--- config.mk ---
export PLATFORM = sky130hd
export DESIGN_NAME = alu_mc
export DESIGN_NICKNAME = d
export VERILOG_FILES = /design/src/rtl/alu_mc.sv
export SDC_FILE = /design/constraint.sdc
export NUM_CORES = 1
export LEC_CHECK = 0
export ABC_AREA = 1
export ABC_CLOCK_PERIOD_IN_PS = 9900
export CAP_MARGIN = 20
export CORE_MARGIN = 4
export CORE_UTILIZATION = 35
export CTS_CLUSTER_DIAMETER = 30
export DETAILED_ROUTE_END_ITERATION = 10
export SYNTH_ARGS = -nofsm -noshare
export SYNTH_HDL_FRONTEND = slang
export SYNTH_SLANG_ARGS = --single-unit
--- constraint.sdc ---
create_clock -name clk -period 9.9 [get_ports clk]
set_input_delay 1.98 -clock clk [delete_from_list [all_inputs] [get_ports clk]]
set_output_delay 1.98 -clock clk [all_outputs]
set_load 0.02 [all_outputs]
--- src/rtl/alu_mc.sv ---
// Multi-cycle ALU: single-cycle ADD/SUB/logic/compare ops and a W-step shift-add multiply,
// with a valid/ready handshake on the request and result sides.
module alu_mc #(
   parameter int W = 32
) (
   input  logic         clk,
   input  logic         rst,
   input  logic         in_valid,
   output logic         in_ready,
   input  logic [2:0]   op,
   input  logic [W-1:0] a,
   input  logic [W-1:0] b,
   output logic         out_valid,
   input  logic         out_ready,
   output logic [W-1:0] result,
   output logic         carry,
   output logic         zero,
   output logic         overflow
);

   localparam int CW = $clog2(W + 1);

   typedef enum logic [1:0] {S_IDLE, S_MUL, S_DONE} state_e;
   typedef enum logic [2:0] {
      OP_ADD, OP_SUB, OP_AND, OP_OR, OP_XOR, OP_SLT, OP_SLTU, OP_MUL
   } op_e;

   state_e           state;
   logic [2*W-1:0]   mcand;
   logic [2*W-1:0]   acc;
   logic [2*W-1:0]   acc_nx;
   logic [W-1:0]     mplier;
   logic [CW-1:0]    cnt;

   logic             sub;
   logic [W-1:0]     bx;
   logic [W:0]       sum;
   logic [W-1:0]     alu_r;
   logic             alu_c;
   logic             alu_v;

   assign in_ready  = (state == S_IDLE) && !rst;
   assign out_valid = (state == S_DONE);

   always_comb begin
      sub   = (op_e'(op) == OP_SUB);
      bx    = b ^ {W{sub}};
      sum   = {1'b0, a} + {1'b0, bx} + {{W{1'b0}}, sub};
      alu_r = '0;
      alu_c = 1'b0;
      alu_v = 1'b0;
      case (op_e'(op))
         OP_ADD, OP_SUB: begin
            alu_r = sum[W-1:0];
            alu_c = sum[W];
            alu_v = (a[W-1] == bx[W-1]) && (sum[W-1] != a[W-1]);
         end
         OP_AND:  alu_r = a & b;
         OP_OR:   alu_r = a | b;
         OP_XOR:  alu_r = a ^ b;
         OP_SLT:  alu_r = {{(W-1){1'b0}}, ($signed(a) < $signed(b))};
         OP_SLTU: alu_r = {{(W-1){1'b0}}, (a < b)};
         default: ;
      endcase
   end

   // Product of this step; the final step registers it straight into result.
   assign acc_nx = acc + (mplier[0] ? mcand : '0);

   always_ff @(posedge clk or posedge rst) begin
      if (rst) begin
         state    <= S_IDLE;
         result   <= '0;
         carry    <= 1'b0;
         zero     <= 1'b0;
         overflow <= 1'b0;
         acc      <= '0;
         mcand    <= '0;
         mplier   <= '0;
         cnt      <= '0;
      end else begin
         case (state)
            S_IDLE: begin
               if (in_valid) begin
                  if (op_e'(op) == OP_MUL) begin
                     mcand  <= {{W{1'b0}}, a};
                     mplier <= b;
                     acc    <= '0;
                     cnt    <= CW'(W);
                     state  <= S_MUL;
                  end else begin
                     result   <= alu_r;
                     carry    <= alu_c;
                     overflow <= alu_v;
                     zero     <= (alu_r == '0);
                     state    <= S_DONE;
                  end
               end
            end
            S_MUL: begin
               acc    <= acc_nx;
               mcand  <= mcand << 1;
               mplier <= mplier >> 1;
               if (cnt != '0) cnt <= cnt - CW'(1);
               if (cnt == CW'(1)) begin
                  result   <= acc_nx[W-1:0];
                  carry    <= |acc_nx[2*W-1:W];
                  zero     <= (acc_nx[W-1:0] == '0);
                  overflow <= 1'b0;
                  state    <= S_DONE;
               end
            end
            S_DONE: begin
               if (out_ready) state <= S_IDLE;
            end
            default: state <= S_IDLE;
         endcase
      end
   end

endmodule

==> results of run 1 <==
[worst paths after layout]
check	from	endpoint	cells past startpoint
max in group asynchronous	rst	acc[55]	3
worst max-delay path	op[2]	zero	21
worst min-delay path	result[13]	result[13]	2
worst max register to register	mplier[0]	carry	20
min in group asynchronous	rst	acc[6]	2
worst min register to register	result[13]	result[13]	2
[state kept, by name, indices dropped and copies added, names as in the netlist]
name	cells
mcand	64
acc	64
overflow	1
zero	1
mplier	32
result	32
state	2
cnt	6
carry	1
[per-stage QoR]
step | util [%] | total power, mW | cells | setup WS, ns | instance area, um2
6_report | 42.4 | 7.70 | 4121 | 4.46 | 24000
5_1_grt | 42.4 | 8.35 | 4121 | 4.17 | 24000
4_1_cts | 42.4 | 7.71 | 4121 | 4.56 | 24000
3_5_place_dp | 38.7 | 5.63 | 4021 | 3.90 | 21900
3_3_place_gp | 38.7 | 5.62 | 4021 | 3.95 | 21900
2_1_floorplan | - | 4.32 | 3227 | 2.38 | 20100
[power by group through the flow]
| stage | combinational, mW | sequential (mW) | clock (mW) |
|---|---|---|---|
| detailed placement | 4.16 | 1.47 | 0 |
| CTS | 4.19 | 1.47 | 2.05 |
| finish | 4.22 | 1.47 | 2.01 |
| global route | 4.73 | 1.52 | 2.09 |
| global placement | 4.15 | 1.47 | 0 |
| floorplan | 2.83 | 1.49 | 0 |
[cell type report]
| class | instances | share of cell area (%) |
|---|---|---|
| clock buffer | 58 | 5.87 |
| tap | 756 | 3.94 |
| clock inverter | 42 | 2.80 |
| sequential | 203 | 21.2 |
| timing repair buffer | 118 | 4.81 |
| multi-input combinational | 2355 | 52.1 |
| inverter | 589 | 9.27 |
[cells in the final DEF, fill, tap and decap left out, types with 5 or more instances in the layout]
cell type and n:
sky130_fd_sc_hd__o211ai_1 38, sky130_fd_sc_hd__nand3b_1 18, sky130_fd_sc_hd__clkinvlp_4 5, sky130_fd_sc_hd__bufinv_16 15, sky130_fd_sc_hd__nand2_1 1086, sky130_fd_sc_hd__clkbuf_16 55
sky130_fd_sc_hd__a21oi_1 117, sky130_fd_sc_hd__xor2_1 47, sky130_fd_sc_hd__a22o_1 17, sky130_fd_sc_hd__clkdlybuf4s50_1 107, sky130_fd_sc_hd__nor2_1 296, sky130_fd_sc_hd__clkinv_2 11
sky130_fd_sc_hd__clkinv_4 5, sky130_fd_sc_hd__or2_2 18, sky130_fd_sc_hd__nand2_2 5, sky130_fd_sc_hd__nand3_1 159, sky130_fd_sc_hd__buf_4 11, sky130_fd_sc_hd__o21ai_0 99
sky130_fd_sc_hd__inv_1 582, sky130_fd_sc_hd__o22ai_1 33, sky130_fd_sc_hd__nor3_1 30, sky130_fd_sc_hd__a31oi_1 32, sky130_fd_sc_hd__a21boi_0 11, sky130_fd_sc_hd__a221oi_1 25
sky130_fd_sc_hd__xnor2_1 16, sky130_fd_sc_hd__o21a_1 20, sky130_fd_sc_hd__o21bai_1 17, sky130_fd_sc_hd__nand4_1 34, sky130_fd_sc_hd__dfrtp_1 202, sky130_fd_sc_hd__ha_1 200
[cell families (layout without fill, tap and decap cells)]
kind of cell    Yosys count  count (layout)  synth area share (%)
buf+inv                 669             807                  12.7
compound gates          427             427                  13.1
simple gates           1663            1663                  33.5
xor+xnor                 63              63                  2.74
flops                   203             203                  25.2
fa+ha+maj               202             202                  12.6
[cell usage after synthesis, drive strengths merged]
cell / instances / area share [%]
nand3: 160 / 4.0
inv: 588 / 11
a21o: 4 / 0.15
or2: 20 / 0.62
nand4: 34 / 1.1
o311ai: 1 / 0.044
clkbuf: 55 / 1.0
nor4: 2 / 0.062
o21bai: 17 / 0.63
and3: 2 / 0.062
fa: 2 / 0.20
xnor2: 16 / 0.70
o21a: 20 / 0.75
nor3: 32 / 0.85
o22a: 2 / 0.087
a21boi: 12 / 0.45
and2: 3 / 0.093
nor3b: 2 / 0.075
o21ai: 102 / 2.5
o221ai: 1 / 0.044
or3: 1 / 0.031
o31ai: 2 / 0.075
a22o: 17 / 0.74
dfrtp: 203 / 25
nand2: 1091 / 20
a31oi: 32 / 0.99
a32o: 1 / 0.050
nor2: 298 / 5.6
a221oi: 25 / 1.1
xor2: 47 / 2.0
ha: 200 / 12
clkinv: 1 / 0.019
a21oi: 118 / 3.0
o22ai: 33 / 1.0
buf: 25 / 0.70
o211a: 2 / 0.099
nand3b: 18 / 0.67
o211ai: 38 / 1.4
[routing by layer]
layer	GRT usage, %	vias up
li1	-	10400
met1	31.2	9554
met2	39.2	441
met3	3.60	111
met4	5.91	0
met5	0	-
[critical path: stages]
cell	delay, ns
sky130_fd_sc_hd__clkdlybuf4s50_1	0.54
sky130_fd_sc_hd__inv_2	0.19
sky130_fd_sc_hd__nand3_4	0.48
sky130_fd_sc_hd__a21boi_1	0.41
sky130_fd_sc_hd__inv_1	0.09
sky130_fd_sc_hd__fa_1	0.41
sky130_fd_sc_hd__inv_1	0.17
sky130_fd_sc_hd__nand3_1	0.12
sky130_fd_sc_hd__nand2_1	0.13
sky130_fd_sc_hd__nand2_1	0.08
sky130_fd_sc_hd__nand2_1	0.10
sky130_fd_sc_hd__nand3_1	0.17
sky130_fd_sc_hd__nand3_1	0.14
sky130_fd_sc_hd__nand2_1	0.06
sky130_fd_sc_hd__nand3_1	0.07
sky130_fd_sc_hd__nand2_1	0.08
sky130_fd_sc_hd__nor2_1	0.24
sky130_fd_sc_hd__nand3_1	0.18
sky130_fd_sc_hd__nor3_2	0.13
sky130_fd_sc_hd__nand2_1	0.08
sky130_fd_sc_hd__a21oi_2	0.11
==> impl_metrics.tcl, run 1 <==
set metrics [dict create \
    dieHeight_um 248 \
    n_antenna_cell 0 \
    grt-ovfl-total 0 \
    total_switching_power_mw 3.66 \
    crit_arrival_ns 5.99 \
    grt_util_all_layers_pct 23.3 \
    grt_start_max_net_pins 103 \
    fin_worst_skew_ns 0.0448 \
    min_path_type "flip-flop to flip-flop" \
    grt_first_pass_wirelength_um 112000 \
    routed_via_density 4.97 \
    initialDrtViolationCount 1436 \
    cts-root-buf "sky130_fd_sc_hd__clkbuf_16" \
    synthToLayoutAreaGrowth_pct 19.2 \
    pwr-share-comb_pct 54.9 \
    crit_type "input pin to flip-flop" \
    relSlewSlack_pct 26.1 \
    start_util_pct 35.6 \
    syn_area_per_cell_um2 6.24 \
    drt_drc_violations_left 0 \
    syn_area_um2 20100 \
    cts-buffers-inserted 54 \
    maxCapViolCount 0 \
    hold-worst-slack_ns 0.478 \
    power_density_nw_per_um2 321 \
    antenna_violating_nets_post_route 0 \
    cts_tree "yes" \
    postcts_resize_cnt 0 \
    multi_input_comb_area_um2 12500 \
    drt_first_pass_iters 5 \
    power.switching_fraction_pct 47.5 \
    wirelength_met1_um 33000 \
    finalNetCount 3594 \
    worst-r2r-setup-slack_ns 5.64 \
    clock_path_buffers 3 \
    fillCellCount 6147 \
    clock-sinks 203 \
    max_freq_mhz 184 \
    rsz0062_at_grt "no" \
    cts.reportedPaths.clkPinSlew_ns 0.05 \
    gp_routability_congestion 0.967 \
    critPathCaptureType "flip-flop" \
    numPortBuffers 107 \
    top_layer "met4" \
    met2_length_um 33100 \
    cts_max_level 2 \
    design.portCount 108 \
    run_status "finished, final reports clean" \
    core-area_um2 56600 \
    leakagePower_nw 13.2 \
    fp.dieArea_um2 61400 \
    cp.required_ns 10.45 \
    cts.repair_timing.setup_buffer_count 0 \
    die_w_um 248 \
    flop_and_latch_count_out_of_synthesis 203 \
    antenna_violations_before_repair 1 \
    register_area_um2 5080 \
    num_rows 87 \
    intPower_mw 4.04 \
    finalHoldViolCount 0 \
    clock_latency_ns 0.61 \
    worst_ir_drop_vdd_v 0.000183 \
    timing.critical_path.from_type "input pin" \
    number_of_global_route_vias_before_repair 19900 \
    wire_per_inst_um 17.3 \
    timing_worst_slew_pin_value_ns 1.11 \
    place.detailed.hpwl_um 57100 \
    final_min_period_over_clock_period_pct 55.0 \
    synth.distinct_cells 51 \
    critical_path.max_fanout 33 \
    post_layout_min_period_ns 5.44 \
    via_count 20500 \
    seq_total_area_yosys_pct 25.2 \
    cells_after_synth 3227 \
    cts_stage_hold_buffer_count 0 \
    setup_viol_count_final 0 \
    power.clock.fraction_pct 26.1 \
    share_of_final_layout_standard_cells_stronger_than_drive_strength_1_pct 4.37 \
    drv_slew 0 \
    syn_nets 3500 \
    yosys_warnings 0 \
    finalWirelength_um 71400 \
    totalNegativeSetupSlack_ns 0 \
    power.share.sequential_pct 19.1 \
    route.met3.wl_um 3340 \
]
Note: power is estimated with default switching activity, not from simulation.
==> inputs of run 2 (changes only) <==
Settings changed: ABC_CLOCK_PERIOD_IN_PS 9900 to 4560.
Clock period 9.9 ns to 4.56 ns, I/O delays scaled along.
==> impl_metrics.tcl, run 2 (same netlist as run 1, synthesis figures left out) <==
set metrics [dict create \
    clock_latency_ns 0.61 \
    setup_viol_count_final 0 \
    drt_first_pass_iters 5 \
    power_density_nw_per_um2 690 \
    antenna_violations_before_repair 0 \
    leakagePower_nw 13.4 \
    power.clock.fraction_pct 26.3 \
    crit_arrival_ns 4.55 \
    start_util_pct 35.6 \
    finalHoldViolCount 0 \
    placedCellCount 4054 \
    num_rows 87 \
    final_cell_mix "1,086 x sky130_fd_sc_hd__nand2_1, 582 x sky130_fd_sc_hd__inv_1, 296 x sky130_fd_sc_hd__nor2_1" \
    synthToLayoutAreaGrowth_pct 21.1 \
    core-area_um2 56600 \
    totalNegativeSetupSlack_ns 0 \
    initialDrtViolationCount 1451 \
    drv_slew 0 \
    timing_worst_slew_pin_value_ns 0.913 \
    cts.repair_timing.setup_buffer_count 0 \
    run_status "finished, final reports clean" \
    gp_routability_congestion 0.973 \
    relSlewSlack_pct 39.0 \
    fin_cells 4159 \
    via_count 20800 \
    cp.required_ns 5.04 \
    maxCapViolCount 0 \
    drt_drc_violations_left 0 \
    final_common_cell "sky130_fd_sc_hd__nand2_1" \
    crit_type "flip-flop to flip-flop" \
    postcts_resize_cnt 0 \
    cts-root-buf "sky130_fd_sc_hd__clkbuf_16" \
    place.detailed.hpwl_um 58100 \
    fillCellCount 6149 \
    power.share.sequential_pct 18.9 \
    layout.core_utilization_pct 43.0 \
    wire_per_inst_um 17.4 \
    design.portCount 108 \
    timing.critical_path.from_type "flip-flop" \
    grt_first_pass_wirelength_um 113000 \
    critical_path.max_fanout 41 \
    grt-ovfl-total 0 \
    finalNetCount 3629 \
    cts-buffers-inserted 56 \
    share_of_final_layout_standard_cells_stronger_than_drive_strength_1_pct 5.29 \
    cts_max_level 2 \
    number_of_global_route_vias_before_repair 20100 \
    worst_ir_drop_vdd_v 0.000322 \
    routed_via_density 4.99 \
    hold-worst-slack_ns 0.480 \
    post_layout_min_period_ns 4.06 \
    clock_path_buffers 3 \
    finalWirelength_um 72300 \
    die_w_um 248 \
    intPower_mw 8.90 \
    top_regs "acc x64, mcand x64" \
    numPortBuffers 107 \
    grt_start_max_net_pins 158 \
    pwr-share-comb_pct 54.8 \
    final_min_period_over_clock_period_pct 89.1 \
    dieHeight_um 248 \
    cts_stage_hold_buffer_count 0 \
    fp.dieArea_um2 61400 \
    rsz0062_at_grt "no" \
    max_freq_mhz 246 \
    power.switching_fraction_pct 47.0 \
    grt_util_all_layers_pct 23.3 \
    min_path_type "flip-flop to flip-flop" \
    power_mw 16.8 \
    cts.reportedPaths.clkPinSlew_ns 0.04 \
    clock-sinks 203 \
    critPathCaptureType "flip-flop" \
    cts_tree "yes" \
    antenna_violating_nets_post_route 0 \
    fin_worst_skew_ns 0.0536 \
    n_antenna_cell 0 \
    total_switching_power_mw 7.91 \
]
[run 2: worst paths after layout]
path | start | end | slack (ns) | depth (start not counted)
setup / recovery | mplier[0] | carry | 0.50 | 18
hold / removal | result[23] | result[23] | 0.48 | 2
setup reg to reg | mplier[0] | carry | 0.50 | 18
hold reg to reg | result[23] | result[23] | 0.48 | 2
max in group asynchronous | rst | mcand[54] | 2.86 | 3
min in group asynchronous | rst | result[14] | 0.87 | 2
[run 2: layer usage]
layer	routed length [um]	track usage, %	part of all wire [%]
met1	33500	31.3	46
met4	2360	7.42	3.3
met5	0	0	0
met3	3390	2.98	4.7
met2	33100	38.9	46
[run 2: through the flow]
stage          setup slack [ns]  cell area [um2]
6_report                  0.498            24400
5_1_grt                   0.188            24400
4_1_cts                   0.561            24400
3_5_place_dp              0.158            22200
3_3_place_gp             0.0759            22200
2_1_floorplan              1.02            20100
[run 2: power by group through the flow]
stage,logic [mW],clock network (mW),registers (mW)
after floorplan,6.14,0,3.24
after global placement,9.08,0,3.19
after detailed placement,9.09,0,3.19
after CTS,9.16,4.51,3.19
after global routing,10.3,4.60,3.30
final,9.21,4.42,3.18
[run 2: layout make-up]
| class | instances | area, um2 | area share, % |
|---|---|---|---|
| Sequential cell | 203 | 5080 | 20.9 |
| Multi-Input combinational cell | 2355 | 12500 | 51.3 |
| Clock inverter | 35 | 594 | 2.44 |
| Tap cell | 756 | 946 | 3.88 |
| Inverter | 589 | 2220 | 9.11 |
| Clock buffer | 70 | 1530 | 6.30 |
| Timing Repair Buffer | 151 | 1490 | 6.11 |
[run 2: critical path: stages (launching register included)]
cell and delay, ns:
sky130_fd_sc_hd__dfrtp_2 0.38, sky130_fd_sc_hd__buf_4 0.43, sky130_fd_sc_hd__buf_4 0.36, sky130_fd_sc_hd__nand2_1 0.08, sky130_fd_sc_hd__inv_1 0.07, sky130_fd_sc_hd__ha_1 0.19
sky130_fd_sc_hd__nand2_1 0.11, sky130_fd_sc_hd__nor2_1 0.22, sky130_fd_sc_hd__nand2_1 0.16, sky130_fd_sc_hd__nor2_1 0.46, sky130_fd_sc_hd__nand3_1 0.21, sky130_fd_sc_hd__nand4_1 0.15
sky130_fd_sc_hd__nand3_1 0.09, sky130_fd_sc_hd__nor2_1 0.15, sky130_fd_sc_hd__nand2_1 0.13, sky130_fd_sc_hd__nor2_1 0.19, sky130_fd_sc_hd__nand3_1 0.29, sky130_fd_sc_hd__nand2_1 0.14
sky130_fd_sc_hd__a21oi_1 0.08
